<file path="src/rtl/mem_access_unit.sv">
// mem_access_unit: MEM-stage load/store engine for the 5-stage RISC-V pipeline.
// Converts MemRead/MemWrite into a ready/valid transaction on a 64-bit data
// port, lane-aligns stores, sign/zero-extends loads and stalls the pipeline
// until the access retires.
// Optional feature macro: MISALIGN_TRAP_EN (flag misaligned accesses instead of
// silently aligning them down to the access size).
module mem_access_unit #(
  parameter int ADDR_W = 32
) (
  input  logic              clock,
  input  logic              reset_n,
  input  logic              i_MemRead,
  input  logic              i_MemWrite,
  input  logic [2:0]        i_funct3,
  input  logic [ADDR_W-1:0] i_Address,
  input  logic [63:0]       i_StoreData,
  output logic              o_Stall,
  output logic [63:0]       o_MemoryData,
  output logic              o_Done,
`ifdef MISALIGN_TRAP_EN
  output logic              o_Misaligned,
`endif
  output logic              dmem_req,
  output logic              dmem_we,
  output logic [ADDR_W-1:0] dmem_addr,
  output logic [63:0]       dmem_wdata,
  output logic [7:0]        dmem_wstrb,
  input  logic              dmem_ready,
  input  logic              dmem_rvalid,
  input  logic [63:0]       dmem_rdata
);

  typedef enum logic [1:0] {
    S_IDLE = 2'd0,
    S_REQ  = 2'd1,
    S_WAIT = 2'd2,
    S_DONE = 2'd3
  } state_e;

  state_e              state_q, state_d;
  logic [ADDR_W-1:0]   addr_q, addr_d;
  logic [2:0]          off_q, off_d;
  logic [2:0]          f3_q, f3_d;
  logic                we_q, we_d;
  logic [63:0]         wdata_q, wdata_d;
  logic [7:0]          wstrb_q, wstrb_d;
  logic [63:0]         mdata_q, mdata_d;
`ifdef MISALIGN_TRAP_EN
  logic                mis_q, mis_d;
  logic                misal;
`endif

  logic [2:0]          low_mask;
  logic [7:0]          size_mask;
  logic [2:0]          eff_off;
  logic [63:0]         lanes;
  logic [63:0]         load_ext;

  // Decode access size of the incoming request: alignment mask and byte mask.
  always_comb begin
    low_mask  = 3'b000;
    size_mask = 8'h01;
    case (i_funct3[1:0])
      2'b00: begin low_mask = 3'b000; size_mask = 8'h01; end
      2'b01: begin low_mask = 3'b001; size_mask = 8'h03; end
      2'b10: begin low_mask = 3'b011; size_mask = 8'h0F; end
      default: begin low_mask = 3'b111; size_mask = 8'hFF; end
    endcase
    // Without the trap, size-violating low bits are simply cleared.
    eff_off = i_Address[2:0] & ~low_mask;
`ifdef MISALIGN_TRAP_EN
    misal = |(i_Address[2:0] & low_mask);
`endif
  end

  // Select the addressed lanes of the read data and extend to 64 bits.
  always_comb begin
    lanes    = dmem_rdata >> {off_q, 3'b000};
    load_ext = lanes;
    case (f3_q)
      3'b000: load_ext = {{56{lanes[7]}},  lanes[7:0]};
      3'b001: load_ext = {{48{lanes[15]}}, lanes[15:0]};
      3'b010: load_ext = {{32{lanes[31]}}, lanes[31:0]};
      3'b100: load_ext = {56'd0, lanes[7:0]};
      3'b101: load_ext = {48'd0, lanes[15:0]};
      3'b110: load_ext = {32'd0, lanes[31:0]};
      default: load_ext = lanes;
    endcase
  end

  // Next-state logic: latch the request in IDLE, handshake, capture, retire.
  always_comb begin
    state_d = state_q;
    addr_d  = addr_q;
    off_d   = off_q;
    f3_d    = f3_q;
    we_d    = we_q;
    wdata_d = wdata_q;
    wstrb_d = wstrb_q;
    mdata_d = mdata_q;
`ifdef MISALIGN_TRAP_EN
    mis_d   = 1'b0;
`endif
    case (state_q)
      S_IDLE: begin
        if (i_MemRead || i_MemWrite) begin
          addr_d  = {i_Address[ADDR_W-1:3], 3'b000};
          off_d   = eff_off;
          f3_d    = i_funct3;
          // A simultaneous read and write is handled as a load.
          we_d    = i_MemWrite & ~i_MemRead;
          wdata_d = i_StoreData << {eff_off, 3'b000};
          wstrb_d = (i_MemWrite & ~i_MemRead) ? (size_mask << eff_off) : 8'h00;
`ifdef MISALIGN_TRAP_EN
          if (misal) begin
            state_d = S_DONE;
            mis_d   = 1'b1;
          end else begin
            state_d = S_REQ;
          end
`else
          state_d = S_REQ;
`endif
        end
      end
      S_REQ: begin
        if (dmem_ready) begin
          state_d = we_q ? S_DONE : S_WAIT;
        end
      end
      S_WAIT: begin
        if (dmem_rvalid) begin
          mdata_d = load_ext;
          state_d = S_DONE;
        end
      end
      S_DONE: begin
        state_d = S_IDLE;
      end
      default: begin
        state_d = S_IDLE;
      end
    endcase
  end

  // State and datapath registers; async reset drops any in-flight access.
  always_ff @(posedge clock or negedge reset_n) begin
    if (!reset_n) begin
      state_q <= S_IDLE;
      addr_q  <= '0;
      off_q   <= '0;
      f3_q    <= '0;
      we_q    <= 1'b0;
      wdata_q <= '0;
      wstrb_q <= '0;
      mdata_q <= '0;
`ifdef MISALIGN_TRAP_EN
      mis_q   <= 1'b0;
`endif
    end else begin
      state_q <= state_d;
      addr_q  <= addr_d;
      off_q   <= off_d;
      f3_q    <= f3_d;
      we_q    <= we_d;
      wdata_q <= wdata_d;
      wstrb_q <= wstrb_d;
      mdata_q <= mdata_d;
`ifdef MISALIGN_TRAP_EN
      mis_q   <= mis_d;
`endif
    end
  end

  // Output drive; stall is gated by reset so all outputs read 0 during reset.
  always_comb begin
    o_Stall      = reset_n & (i_MemRead | i_MemWrite) & (state_q != S_DONE);
    o_Done       = (state_q == S_DONE);
    o_MemoryData = mdata_q;
    dmem_req     = (state_q == S_REQ);
    dmem_we      = (state_q == S_REQ) & we_q;
    dmem_addr    = addr_q;
    dmem_wdata   = wdata_q;
    dmem_wstrb   = wstrb_q;
`ifdef MISALIGN_TRAP_EN
    o_Misaligned = mis_q;
`endif
  end

endmodule

</file>
<file path="config.mk">
export PLATFORM = sky130hd
export DESIGN_NAME = mem_access_unit
export DESIGN_NICKNAME = d
export VERILOG_FILES = /design/src/rtl/mem_access_unit.sv
export SDC_FILE = /design/constraint.sdc
export NUM_CORES = 1
export LEC_CHECK = 0
export ABC_AREA = 1
export ABC_CLOCK_PERIOD_IN_PS = 4700
export CAP_MARGIN = 20
export CORE_MARGIN = 2
export CORE_UTILIZATION = 50
export DETAILED_ROUTE_END_ITERATION = 12
export PLACE_DENSITY = 0.86
export SKIP_LAST_GASP = 1
export SLEW_MARGIN = 20
export SYNTH_ARGS = -nofsm -noshare
export SYNTH_HDL_FRONTEND = slang
export SYNTH_SLANG_ARGS = --single-unit
</file>
<file path="constraint.sdc">
create_clock -name clock -period 4.7 [get_ports clock]
set_input_delay 1.41 -clock clock [delete_from_list [all_inputs] [get_ports clock]]
set_output_delay 1.41 -clock clock [all_outputs]
set_load 0.02 [all_outputs]
</file>
==> flow_metrics.env, run 1 <==
export IMPL_seq_area_frac_synth=0.433
export IMPL_synth_area_mm2=0.0101
export IMPL_ys_seq_elements=174
export IMPL_grt_ovfl_total=0
export IMPL_path_clk_slew_ns=0.07
export IMPL_fp_dieH_um=146
export IMPL_drtAntennaViolNets=0
export IMPL_postCtsHoldBufs=0
export IMPL_die_w_um=146
export IMPL_finalHoldViolCount=0
export IMPL_post_route_period_util=0.902
export IMPL_timing_worst_setup_path_type="in2out"
export IMPL_period_minus_slack_ns=4.24
export IMPL_ios=341
export IMPL_hpwl_um=25900
export IMPL_grtUsageTotal=0.340
export IMPL_powerDensity_mw_per_mm2=697
export IMPL_grt_pass1_wl_um=57100
export IMPL_placed_cell_area_mm2=0.0134
export IMPL_maxCapViolations=0
export IMPL_post_place_ws_ns=0.493
export IMPL_vias=11000
export IMPL_synth_largest_area_cell="dfrtp_1"
export IMPL_start_util=0.513
export IMPL_worst_pin_slew_ns=1.04
export IMPL_clk_latency_ns=0.44
export IMPL_min_from="dmem_addr[7]"
export IMPL_die_area_mm2=0.0213
export IMPL_cp_required_ns=3.29
export IMPL_synth_top_area_share=0.433
export IMPL_critPathCaptureType="output pin"
export IMPL_p_leak_nw=6.65
export IMPL_utilization=0.717
export IMPL_fill_cells=1580
export IMPL_multi_input_area_mm2=0.00496
export IMPL_regArea_mm2=0.00436
export IMPL_clock_path_buffers=2
export IMPL_setup_ws_ns=0.462
export IMPL_grt_pass1_vias=10700
export IMPL_slew_limit_headroom=0.309
export IMPL_postSynthCellCount=1438
export IMPL_gp_congestion=0.942
export IMPL_finalMaxSlewViolations=0
export IMPL_cts_root_buf="clkbuf_16"
export IMPL_synthTopCellsByArea="dfrtp_1 (43%), nand2_1 (20%), nor2_1 (7.1%)"
export IMPL_avgViaCountPerCell=5.54
export IMPL_clock_sinks=174
export IMPL_max_freq_mhz=236
export IMPL_peakVddDrop_mv=0.366
export IMPL_grt_max_degree=113
export IMPL_crit_fanout=3
export IMPL_post_cts_buffers=0
export IMPL_antenna_found_initial=1
export IMPL_timing_hold_ws_ns=0.473
export IMPL_io_buffers=337
export IMPL_drtIter0Drc=1234
export IMPL_cts_htree_levels=4
export IMPL_numCtsBuffers=17
export IMPL_rows=51
export IMPL_startpoint="i_MemWrite"
export IMPL_ys_types=35
export IMPL_cts_resized_gates=0
export IMPL_drt_total_wl_um=36200
export IMPL_fin_worst_skew_ns=0.00933
export IMPL_reg2reg_from="off_q[0]"
export IMPL_dr_pass1_iters=6
export IMPL_drive_gt1_frac=0.0470
export IMPL_worstSetupStartpointType="primary input"
export IMPL_placed_cells=1958
export IMPL_avgSynthCellArea_um2=6.99
export IMPL_finalSetupViolCount=0
export IMPL_area_delta_synth_final_pct=39.7
export IMPL_fin_setup_tns_ns=0
export IMPL_crit_path_max_incr_delay_ns=0.53
export IMPL_rsz0062_at_grt="no"
export IMPL_drc=0
export IMPL_core_area_mm2=0.0196
export IMPL_final_area_mm2=0.0140
export IMPL_yosys_warnings=0
export IMPL_run_status="finished clean"
export IMPL_totalPowerFinal_mw=9.78
export IMPL_cp_data_arrival_time_ns=2.83
export IMPL_finalNonFillerCells=1991
export IMPL_crit_chain="clkdlybuf4s50_1 -> nor2_1 -> inv_1 -> nand2_1 -> nor2_1 -> clkdlybuf4s50_1"
export IMPL_cts_tree="done"
export IMPL_final_nets=1886
export IMPL_wire_per_inst_um=18.2
export IMPL_hold_class="reg2reg"
export IMPL_slowest_stage="clkdlybuf4s50_1"
[power by group]
part | switching (mW) | total, mW | internal, mW
clock network | 0.677 | 1.64 | 0.966
registers | 0.536 | 2.75 | 2.22
logic | 3.22 | 5.39 | 2.17
[cell type report]
type,count,area share
antenna,1,0.000178
clock buffer,17,0.0303
clock inverter,15,0.0178
inverter,53,0.0146
multi-input combinational,1112,0.353
sequential,174,0.310
tap,265,0.0236
timing repair buffer,354,0.250
[Yosys cell counts (all sizes together)]
cell type,count
a22o,15
a31oi,10
o21ai,152
conb,1
or2,4
ha,5
o211ai,18
a22oi,14
nor2,194
o31ai,8
o22a,4
o221ai,1
inv,53
nand3,80
dfrtp,174
o21a,1
buf,64
nor3,2
a21oi,54
clkbuf,37
nand2,547
[critical path: cells and delay by family]
family | cells | cell delay, ns
buffers and inverters | 3 | 1.03
and+or+nand+nor | 3 | 0.38
[registers in the layout, indices dropped and copies added (netlist names)]
signal,flops
dmem_addr,29
dmem_wdata,64
dmem_wstrb,8
f3_q,3
o_MemoryData,64
off_q,3
state_q,2
we_q,1
[cells in the final DEF (no fill, tap or decap), drive strengths merged, types with 10 or more instances in the layout]
cell | netlist | layout
clkdlybuf4s50 | 0 | 336
clkbuf | 37 | 17
buf | 64 | 18
o21ai | 152 | 152
a22o | 15 | 15
o211ai | 18 | 18
a21oi | 54 | 54
a31oi | 10 | 10
inv | 53 | 58
dfrtp | 174 | 174
nand3 | 80 | 80
a22oi | 14 | 14
nand2 | 547 | 547
nor2 | 194 | 194
[per-layer routing]
layer,global-route usage,vias to the layer above,share of wire
li1,-,5182,-
met1,0.389,5141,0.35
met2,0.575,598,0.50
met3,0.0997,117,0.10
met4,0.184,0,0.050
met5,0,-,0
[path summary, 6_finish.rpt]
path	end	slack [ns]	depth (start not counted)
min in group asynchronous	o_MemoryData[4]	1.03	2
max	o_Stall	0.46	6
max reg2reg	o_MemoryData[18]	1.66	9
min	dmem_addr[7]	0.47	2
min reg2reg	dmem_addr[7]	0.47	2
max in group asynchronous	off_q[0]	2.36	3
[cells by family after synthesis]
group,synth area share
AND/OR/NAND/NOR,0.326
AO/OA/AOI/OAI,0.159
flip-flops,0.433
buffers and inverters,0.0748
adder cells (fa/ha/maj),0.00622
other,0.000373
Power figures use the tool's default switching activity.
==> run 2: changes to the inputs <==
--- a/config.mk
+++ b/config.mk
@@ -10,6 +10,7 @@
 export CAP_MARGIN = 20
 export CORE_MARGIN = 2
 export CORE_UTILIZATION = 50
+export CTS_CLUSTER_DIAMETER = 100
 export DETAILED_ROUTE_END_ITERATION = 12
 export PLACE_DENSITY = 0.86
 export SKIP_LAST_GASP = 1
==> results of run 2 <==
Final layout, timing and power as in run 1 (identical DEF).
==> run 3: changes to the inputs <==
--- a/config.mk
+++ b/config.mk
@@ -7,7 +7,7 @@
 export LEC_CHECK = 0
 export ABC_AREA = 1
 export ABC_CLOCK_PERIOD_IN_PS = 4700
-export CAP_MARGIN = 20
+export CAP_MARGIN = 5
 export CORE_MARGIN = 2
 export CORE_UTILIZATION = 50
 export CTS_CLUSTER_DIAMETER = 100
==> results of run 3 <==
Final layout, timing and power as in run 1 (identical DEF).
